`src/rtl/div_unit_pkg.sv`:
```
// Shared definitions for the iterative divider: FSM encodings, iteration count,
// and the DIV_ZERO_FAST_EN build option (divide-by-zero skips the CALC loop).
package div_unit_pkg;

  typedef enum logic [1:0] {
    DIV_IDLE = 2'd0,
    DIV_CALC = 2'd1,
    DIV_DONE = 2'd2
  } div_state_e;

  localparam int DIV_CYCLES = 32;
  localparam int DIV_CNT_W  = $clog2(DIV_CYCLES);

`ifdef DIV_ZERO_FAST_EN
  localparam bit DIV_ZERO_FAST = 1'b1;
`else
  localparam bit DIV_ZERO_FAST = 1'b0;
`endif

endpackage

```
`src/rtl/div_unit_step.sv`:
```
// One radix-2 restoring step on the {rem, quo} pair: shift left, trial-subtract,
// keep the difference and set the quotient bit when it does not go negative.
module div_unit_step #(
  parameter int W = 32
) (
  input  logic [W-1:0] rem_i,
  input  logic [W-1:0] quo_i,
  input  logic [W-1:0] divisor_i,
  output logic [W-1:0] rem_o,
  output logic [W-1:0] quo_o
);

  logic [W:0] shifted;
  logic [W:0] trial;

  // rem < divisor always holds, so bit W of the W+1-bit trial is the borrow.
  always_comb begin
    shifted = {rem_i, quo_i[W-1]};
    trial   = shifted - {1'b0, divisor_i};
    if (!trial[W]) begin
      rem_o = trial[W-1:0];
      quo_o = {quo_i[W-2:0], 1'b1};
    end else begin
      rem_o = shifted[W-1:0];
      quo_o = {quo_i[W-2:0], 1'b0};
    end
  end

endmodule

```
`src/rtl/div_unit.sv`:
```
// Iterative DIV/DIVU unit feeding HI (remainder) and LO (quotient); ready_o is the
// HI/LO write enable. Build option DIV_ZERO_FAST_EN: divide-by-zero finishes in one cycle.
module div_unit
  import div_unit_pkg::*;
#(
  parameter int DATA_W = 32
) (
  input  logic              clk,
  input  logic              rst,
  input  logic              start_i,
  input  logic              signed_i,
  input  logic [DATA_W-1:0] dividend_i,
  input  logic [DATA_W-1:0] divisor_i,
  input  logic              annul_i,
  output logic              busy_o,
  output logic              ready_o,
  output logic [DATA_W-1:0] hi_o,
  output logic [DATA_W-1:0] lo_o
);

  localparam logic [DIV_CNT_W-1:0] LAST_CNT = DIV_CNT_W'(DIV_CYCLES - 1);

  function automatic logic [DATA_W-1:0] cond_neg(input logic [DATA_W-1:0] x, input logic en);
    return en ? (~x + DATA_W'(1)) : x;
  endfunction

  div_state_e            state_q;
  logic [DIV_CNT_W-1:0]  cnt_q;
  logic [DATA_W-1:0]     rem_q;
  logic [DATA_W-1:0]     quo_q;
  logic [DATA_W-1:0]     dvs_q;
  logic                  neg_quo_q;
  logic                  neg_rem_q;
  logic                  busy_q;
  logic                  ready_q;
  logic [DATA_W-1:0]     hi_q;
  logic [DATA_W-1:0]     lo_q;

  logic [DATA_W-1:0]     step_rem;
  logic [DATA_W-1:0]     step_quo;
  logic [DATA_W-1:0]     hi_d;
  logic [DATA_W-1:0]     lo_d;
  logic                  dividend_neg;
  logic                  divisor_neg;
  logic                  fast_zero;
  logic [DATA_W-1:0]     zero_lo;
  logic                  accept;

  div_unit_step #(.W(DATA_W)) u_step (
    .rem_i     (rem_q),
    .quo_i     (quo_q),
    .divisor_i (dvs_q),
    .rem_o     (step_rem),
    .quo_o     (step_quo)
  );

  assign accept       = start_i && !annul_i;
  assign dividend_neg = signed_i && dividend_i[DATA_W-1];
  assign divisor_neg  = signed_i && divisor_i[DATA_W-1];
  assign fast_zero    = DIV_ZERO_FAST && (divisor_i == '0);
  // Same value the loop converges to for a zero divisor: all-ones quotient, sign-fixed.
  assign zero_lo      = dividend_neg ? DATA_W'(1) : '1;

  // Sign fix applied on the final step, so the result lands in HI/LO in one edge.
  assign hi_d = cond_neg(step_rem, neg_rem_q);
  assign lo_d = cond_neg(step_quo, neg_quo_q);

  always_ff @(posedge clk) begin
    if (rst) begin
      state_q   <= DIV_IDLE;
      cnt_q     <= '0;
      rem_q     <= '0;
      quo_q     <= '0;
      dvs_q     <= '0;
      neg_quo_q <= 1'b0;
      neg_rem_q <= 1'b0;
      busy_q    <= 1'b0;
      ready_q   <= 1'b0;
      hi_q      <= '0;
      lo_q      <= '0;
    end else begin
      case (state_q)
        DIV_IDLE: begin
          ready_q <= 1'b0;
          if (accept) begin
            if (fast_zero) begin
              state_q <= DIV_DONE;
              ready_q <= 1'b1;
              hi_q    <= dividend_i;
              lo_q    <= zero_lo;
            end else begin
              state_q   <= DIV_CALC;
              busy_q    <= 1'b1;
              cnt_q     <= '0;
              rem_q     <= '0;
              quo_q     <= cond_neg(dividend_i, dividend_neg);
              dvs_q     <= cond_neg(divisor_i, divisor_neg);
              neg_quo_q <= dividend_neg ^ divisor_neg;
              neg_rem_q <= dividend_neg;
            end
          end
        end

        DIV_CALC: begin
          if (annul_i) begin
            state_q <= DIV_IDLE;
            busy_q  <= 1'b0;
          end else begin
            rem_q <= step_rem;
            quo_q <= step_quo;
            cnt_q <= cnt_q + DIV_CNT_W'(1);
            if (cnt_q == LAST_CNT) begin
              state_q <= DIV_DONE;
              busy_q  <= 1'b0;
              ready_q <= 1'b1;
              hi_q    <= hi_d;
              lo_q    <= lo_d;
            end
          end
        end

        DIV_DONE: begin
          state_q <= DIV_IDLE;
          ready_q <= 1'b0;
        end

        default: begin
          state_q <= DIV_IDLE;
          busy_q  <= 1'b0;
          ready_q <= 1'b0;
        end
      endcase
    end
  end

  assign busy_o  = busy_q;
  assign ready_o = ready_q;
  assign hi_o    = hi_q;
  assign lo_o    = lo_q;

endmodule

```
`config.mk`:
```
export PLATFORM = sky130hd
export DESIGN_NAME = div_unit
export DESIGN_NICKNAME = d
export VERILOG_FILES = /design/src/rtl/div_unit_pkg.sv /design/src/rtl/div_unit_step.sv /design/src/rtl/div_unit.sv
export SDC_FILE = /design/constraint.sdc
export NUM_CORES = 1
export LEC_CHECK = 0
export CORE_MARGIN = 10
export CORE_UTILIZATION = 50
export DETAILED_ROUTE_END_ITERATION = 8
export PLACE_DENSITY_LB_ADDON = 0.2
export SLEW_MARGIN = 25
export SYNTH_ARGS = -nofsm -noshare
export SYNTH_HDL_FRONTEND = slang
export SYNTH_SLANG_ARGS = --single-unit
```
`constraint.sdc`:
```
create_clock -name clk -period 14.7 [get_ports clk]
set_input_delay 2.205 -clock clk [delete_from_list [all_inputs] [get_ports clk]]
set_output_delay 2.205 -clock clk [all_outputs]
set_load 0.01 [all_outputs]
```
; ---- Word-level counts from Yosys, hierarchy flattened
; Cells that the tools add are included.
[op_classes]
add_sub_neg = 6
mul = 0
div = 0
order_cmp = 0
n_eq_ne = 6
shift = 0
mux = 23
n_bitwise = 8
reduce_logical = 13
[ops]
columns = cell, count
row1 = 32-bit 2-to-1 mux, 9
row2 = "32-bit by 1-bit adder with 32-bit output, second input constant", 4
row3 = 32-bit inverter, 4
row4 = 32-bit case mux with 2 select lines, 2
row5 = 33-bit by 32-bit subtractor with 33-bit output, 1
row6 = 5-bit 2-to-1 mux, 2
row7 = 5-bit case mux with 2 select lines, 1
row8 = 3-bit AND reduction, 3
row9 = 2-bit 2-to-1 mux, 3
row10 = 2-bit AND reduction, 3
row11 = "5-bit by 1-bit adder with 5-bit output, second input constant", 1
row12 = "5-bit equality test, second input constant", 1
row13 = 1-bit 2-to-1 mux, 4
row14 = "2-bit != test, second input constant", 2
row15 = 2-bit case mux with 2 select lines, 1
row16 = 1-bit logical AND, 3
row17 = "3-bit != test, second input constant", 1
row18 = 1-bit inverter, 3
row19 = 1-bit case mux with 3 select lines, 1
row20 = "2-bit by 1-bit equality test with 1-bit output, second input constant", 1
row21 = "2-bit equality test, second input constant", 1
row22 = 2-bit zero test, 1
row23 = 2-bit nonzero test, 1
row24 = 2-bit OR reduction, 1
row25 = other kinds (2), 2
[totals]
register_bits = 171
latchBits = 0
mem_bits_rw = 0
mem_bits_ro = 0
in_bits = 69
memories = 0

; ---- Logic depth before layout (Yosys ltp)
[logic_depth]
depth_word = 5
mapped_depth = 22

; ---- By module
; From an unflattened synthesis, not the netlist that was laid out.
[hier_totals]
hier_cells = 1497
hier_area_um2 = 11852.6
[by_module_without_submodules]
columns = mod, n_inst, cells_per_inst, area_per_inst_um2
row1 = div_unit, 1, 1161, 9261.4
row2 = div_unit_step, 1, 336, 2591.2

; ---- Worst setup path after synthesis
; OpenSTA, ideal clock, no wires.
[synth_timing]
path_kind = reg2reg
startpoint = reg quo_q[31]
endpoint = reg lo_q[28] (netlist: lo_o[28])
setup_time_ns = 0.086
arrival_time_ns = 5.276
t_required_ns = 14.614
slack_ns = 9.338
path_stages_with_launch = 23
path_buffers = 3
synth_period_minus_slack_ns = 5.362
cell_sequence = dfxtp_1 > inv_1 > ha_1 > fa_1 > nand2b_1 > a211oi_1 > o211ai_1 > a211oi_2 > o21a_1 > nor2_4 > inv_4 > buf_2 > buf_4 > clkbuf_1 > ha_1 > nand2_1 > or4_1 > nand2b_1 > nand2b_1 > or4_1 > o31ai_1 > xor2_1 > a211oi_1
[synth_via]
elab_chain_cells = 5
[synth_lines]
columns = element, line_no
row1 = "start, declared", div_unit.sv:30  ; logic [DATA_W-1:0] quo_q;
row2 = "start signal, assigned", div_unit.sv:96  ; quo_q <= cond_neg(dividend_i, dividend_neg);
row3 = "start signal, assigned", div_unit.sv:110  ; quo_q <= step_quo;
row4 = 33-bit by 32-bit subtractor with 33-bit output, div_unit_step.sv:19  ; trial = shifted - {1'b0, divisor_i};
row5 = 1-bit 2-to-1 mux, div_unit_step.sv:20  ; if (!trial[W]) begin
row6 = 32-bit inverter, div_unit.sv:24  ; return en ? (~x + DATA_W'(1)) : x;
row7 = 32-bit by 1-bit adder with 32-bit output, div_unit.sv:24
row8 = 32-bit 2-to-1 mux, div_unit.sv:24
row9 = "end signal, assigned", div_unit.sv:90  ; lo_q <= zero_lo;
row10 = "end signal, assigned", div_unit.sv:117  ; lo_q <= lo_d;
row11 = "end, declared", div_unit.sv:37  ; logic [DATA_W-1:0] lo_q;
; Every way passes these cells.
; A chain may end at the register's enable or synchronous reset.

; ---- Worst setup path after layout
; Same ends and word-level chain as after synthesis.

==> out/metrics.yaml <==
setup_tns_ns: 0
yosys_warnings: 0
drive_gt1_share_pct: 4.59
worstPathCellList: "inv_1 -> ha_1 -> fa_1 -> nand2b_1 -> a211oi_1 -> o211ai_1 -> a211oi_2 -> o21a_1 -> nor2_4 -> inv_4 -> ha_1 -> nand2_1 -> or4_1 -> nand2b_1 -> nand2b_1 -> or4_1 -> o31ai_1 -> xor2_1 -> a211oi_1"
drv_slew: 0
max_freq_mhz: 164
slowest_stage: "or4_1"
crit_fanout: 52
worst-setup-path-type: "flop to flop"
synthDistinctLibCells: 74
synth-seq-cells: 171
layout_min_cycle_time_ns: 6.12
drt_first_iter_violations: 1276
synth_compound_area_share_pct: 26.6
grt_overflow: 0
via_count: 11700
drv_cap: 0
portBuffers: 134
clk_latency_ns: 0.44
num_rows: 55
drc: 0
power.density_nw_per_um2: 88.2
synth_nets: 1663
irDropWorstVdd_mv: 0.0702
dpl.hpwl_mm: 28.0
yosysSeqAreaShare_pct: 29.5
synth_enable_flop_cells: 0
placed_area_um2: 13000
fp.coreArea_um2: 22800
reg2reg_depth: 19
drt.antenna.violating_nets: 0
start_util_pct: 51.0
yosys.area.top_type_share_pct: 29.5
tritoncts: "done"
routedWlPerCell_um: 19.3
clk_pin_slew_ns: 0.07
ios: 135
syn_inst: 1555
async_reset_ff_share_pct: 0
min_path_type: "flop to flop"
min-delay-start: "hi_o[26]"
grt_setup_unrepaired: "false"
yosys.area.top_type: "dfxtp_1"
antenna_found_initial: 0
gp_routability_congestion: 1.01
cp.required_ns: 15.04
grt_max_degree: 101
die_area_um2: 29700
multiInputGateArea_um2: 7610
nets: 1729
track_usage_pct: 25.0
fin_crit_sh_pct: 41.6
synthAdderAreaFrac_pct: 4.26
cts_buffers: 17
stdcell_area_um2: 13600
dieHeight_um: 172
htree_levels: 4
crit_path_end_kind: "flop"
die_w_um: 172
fillers: 2146
postSynthAreaPerCell_um2: 7.47
synth_top_family_by_area: "compound AO/OA/AOI/OAI gates"
crit_top_cell: "nand2b_1"
rrSetupSlack_ns: 8.58
grt_pass1_vias: 10800
setup_viol: 0
avgViaCountPerCell: 6.00
cts_hold_buf: 0
ys.flop_type: "dfxtp_1"
finClkSkew_ns: 0.0143
worst_r2r_startpoint: "quo_q[31]"
hold_viol: 0
worst-slew-pin-transition_ns: 1.05
synthToLayoutAreaGrowth_pct: 17.5
leakage_nw: 5.05
synth_mux_area_share_pct: 2.38
cts-root-buf: "clkbuf_16"
worst_path_largest_cell_delay_ns: 0.59
netlist_area_um2: 11600
clk_path_buf_depth: 2
antenna_cells: 0
status: "completed"
synth_area_leaders: "dfxtp_1 29%, nor2_1 7.3%, a21oi_1 6.1%"
synth_simple_gate_area_share_pct: 23.1
crit_path_start: "quo_q[31]"
post_cts_buffers: 0
wirelength_mm: 37.5
slew_headroom_pct: 29.9
holdPathStages: 2
cts_resized: 0
synth_xor_area_share_pct: 8.97
grt_pass1_wl_mm: 59.1
first_pass_iters: 7
start_kind: "flop"
regArea_um2: 3420
cp.arrival_ns: 6.45
cts.sinks: 171
[flip-flops by register name (all words and copies together) (netlist names)]
signal,cells
busy_o,1
cnt_q,5
dvs_q,32
hi_o,32
lo_o,32
neg_quo_q,1
neg_rem_q,1
quo_q,32
ready_o,1
rem_q,32
state_q,2
[through the flow]
stage / power (mW) / hold WS (ns) / util (%) / setup WS (ns) / instances
after floorplan: 0.676 / 0.432 / - / 9.34 / 1555
after global placement: 0.756 / 0.438 / 57.3 / 8.95 / 1914
after detailed placement: 0.759 / 0.441 / 57.3 / 8.71 / 1914
after CTS: 1.20 / 0.450 / 59.8 / 8.64 / 1946
after global routing: 1.25 / 0.474 / 59.9 / 8.09 / 1947
final: 1.20 / 0.447 / 59.9 / 8.58 / 1947
[where the power goes]
| group | leakage, nW | switching [mW] | internal (mW) | total (mW) |
|---|---|---|---|---|
| clock | 0.281 | 0.221 | 0.226 | 0.447 |
| sequential | 1.39 | 0.0163 | 0.477 | 0.493 |
| combinational | 3.39 | 0.165 | 0.0985 | 0.263 |
[placed cells by master, fill, tap and decap left out, types with 19 or more instances in the layout]
cell	n
nor2_1	224
dfxtp_1	170
or3_1	20
a21oi_1	141
clkdlybuf4s50_1	133
o31ai_1	26
nor3_1	34
a211oi_1	86
ha_1	38
a22oi_1	19
xor2_1	70
inv_1	51
xnor2_1	49
nand2_1	152
nand3_1	23
o21ai_0	81
[synthesized netlist by cell type (20+ instances only)]
cell type,number
a211oi_1,86
a21oi_1,141
clkbuf_1,80
dfxtp_1,171
ha_1,38
inv_1,51
nand2_1,152
nand3_1,23
nor2_1,225
nor3_1,34
o21ai_0,81
o31ai_1,26
or3_1,20
xnor2_1,49
xor2_1,70
[final cells by class]
type                    count  area share, %
clock buffers              17           3.12
clock inverters            15           1.07
inverters                  52           1.45
multi-input cells        1233           55.8
flip-flops and latches    171           25.1
well taps                 313           2.87
repair buffers            146           10.6
[critical path, delay by kind of cell (launching register included)]
family          cells  cell delay, ns
simple gates        7            1.94
compound gates      6            2.12
buf+inv             2            0.55
xor+xnor            1            0.10
flops               1            0.36
fa+ha+maj           3            0.91
[metal layers]
layer  vias to the layer above  track usage (%)  routed length [um]
met5                         -                0                   0
met4                         0             7.80                 875
met1                      5477             34.4               17200
li1                       5734                -                   -
met2                       423             38.9               16800
met3                        53             4.22                2650
[worst paths after layout]
path | endpoint
setup / recovery | lo_o[28]
hold / removal | hi_o[26]
setup reg to reg | lo_o[28]
hold reg to reg | hi_o[26]
[cells by family after synthesis]
group | after synthesis
DFF | 171
adders and majority gates | 39
muxes | 26
and+or+nand+nor | 580
xor gates and xnor gates | 119
AOI/OAI and AO/OA | 469
buffers and inverters | 151
No activity file was read; power rests on OpenSTA's default activity.
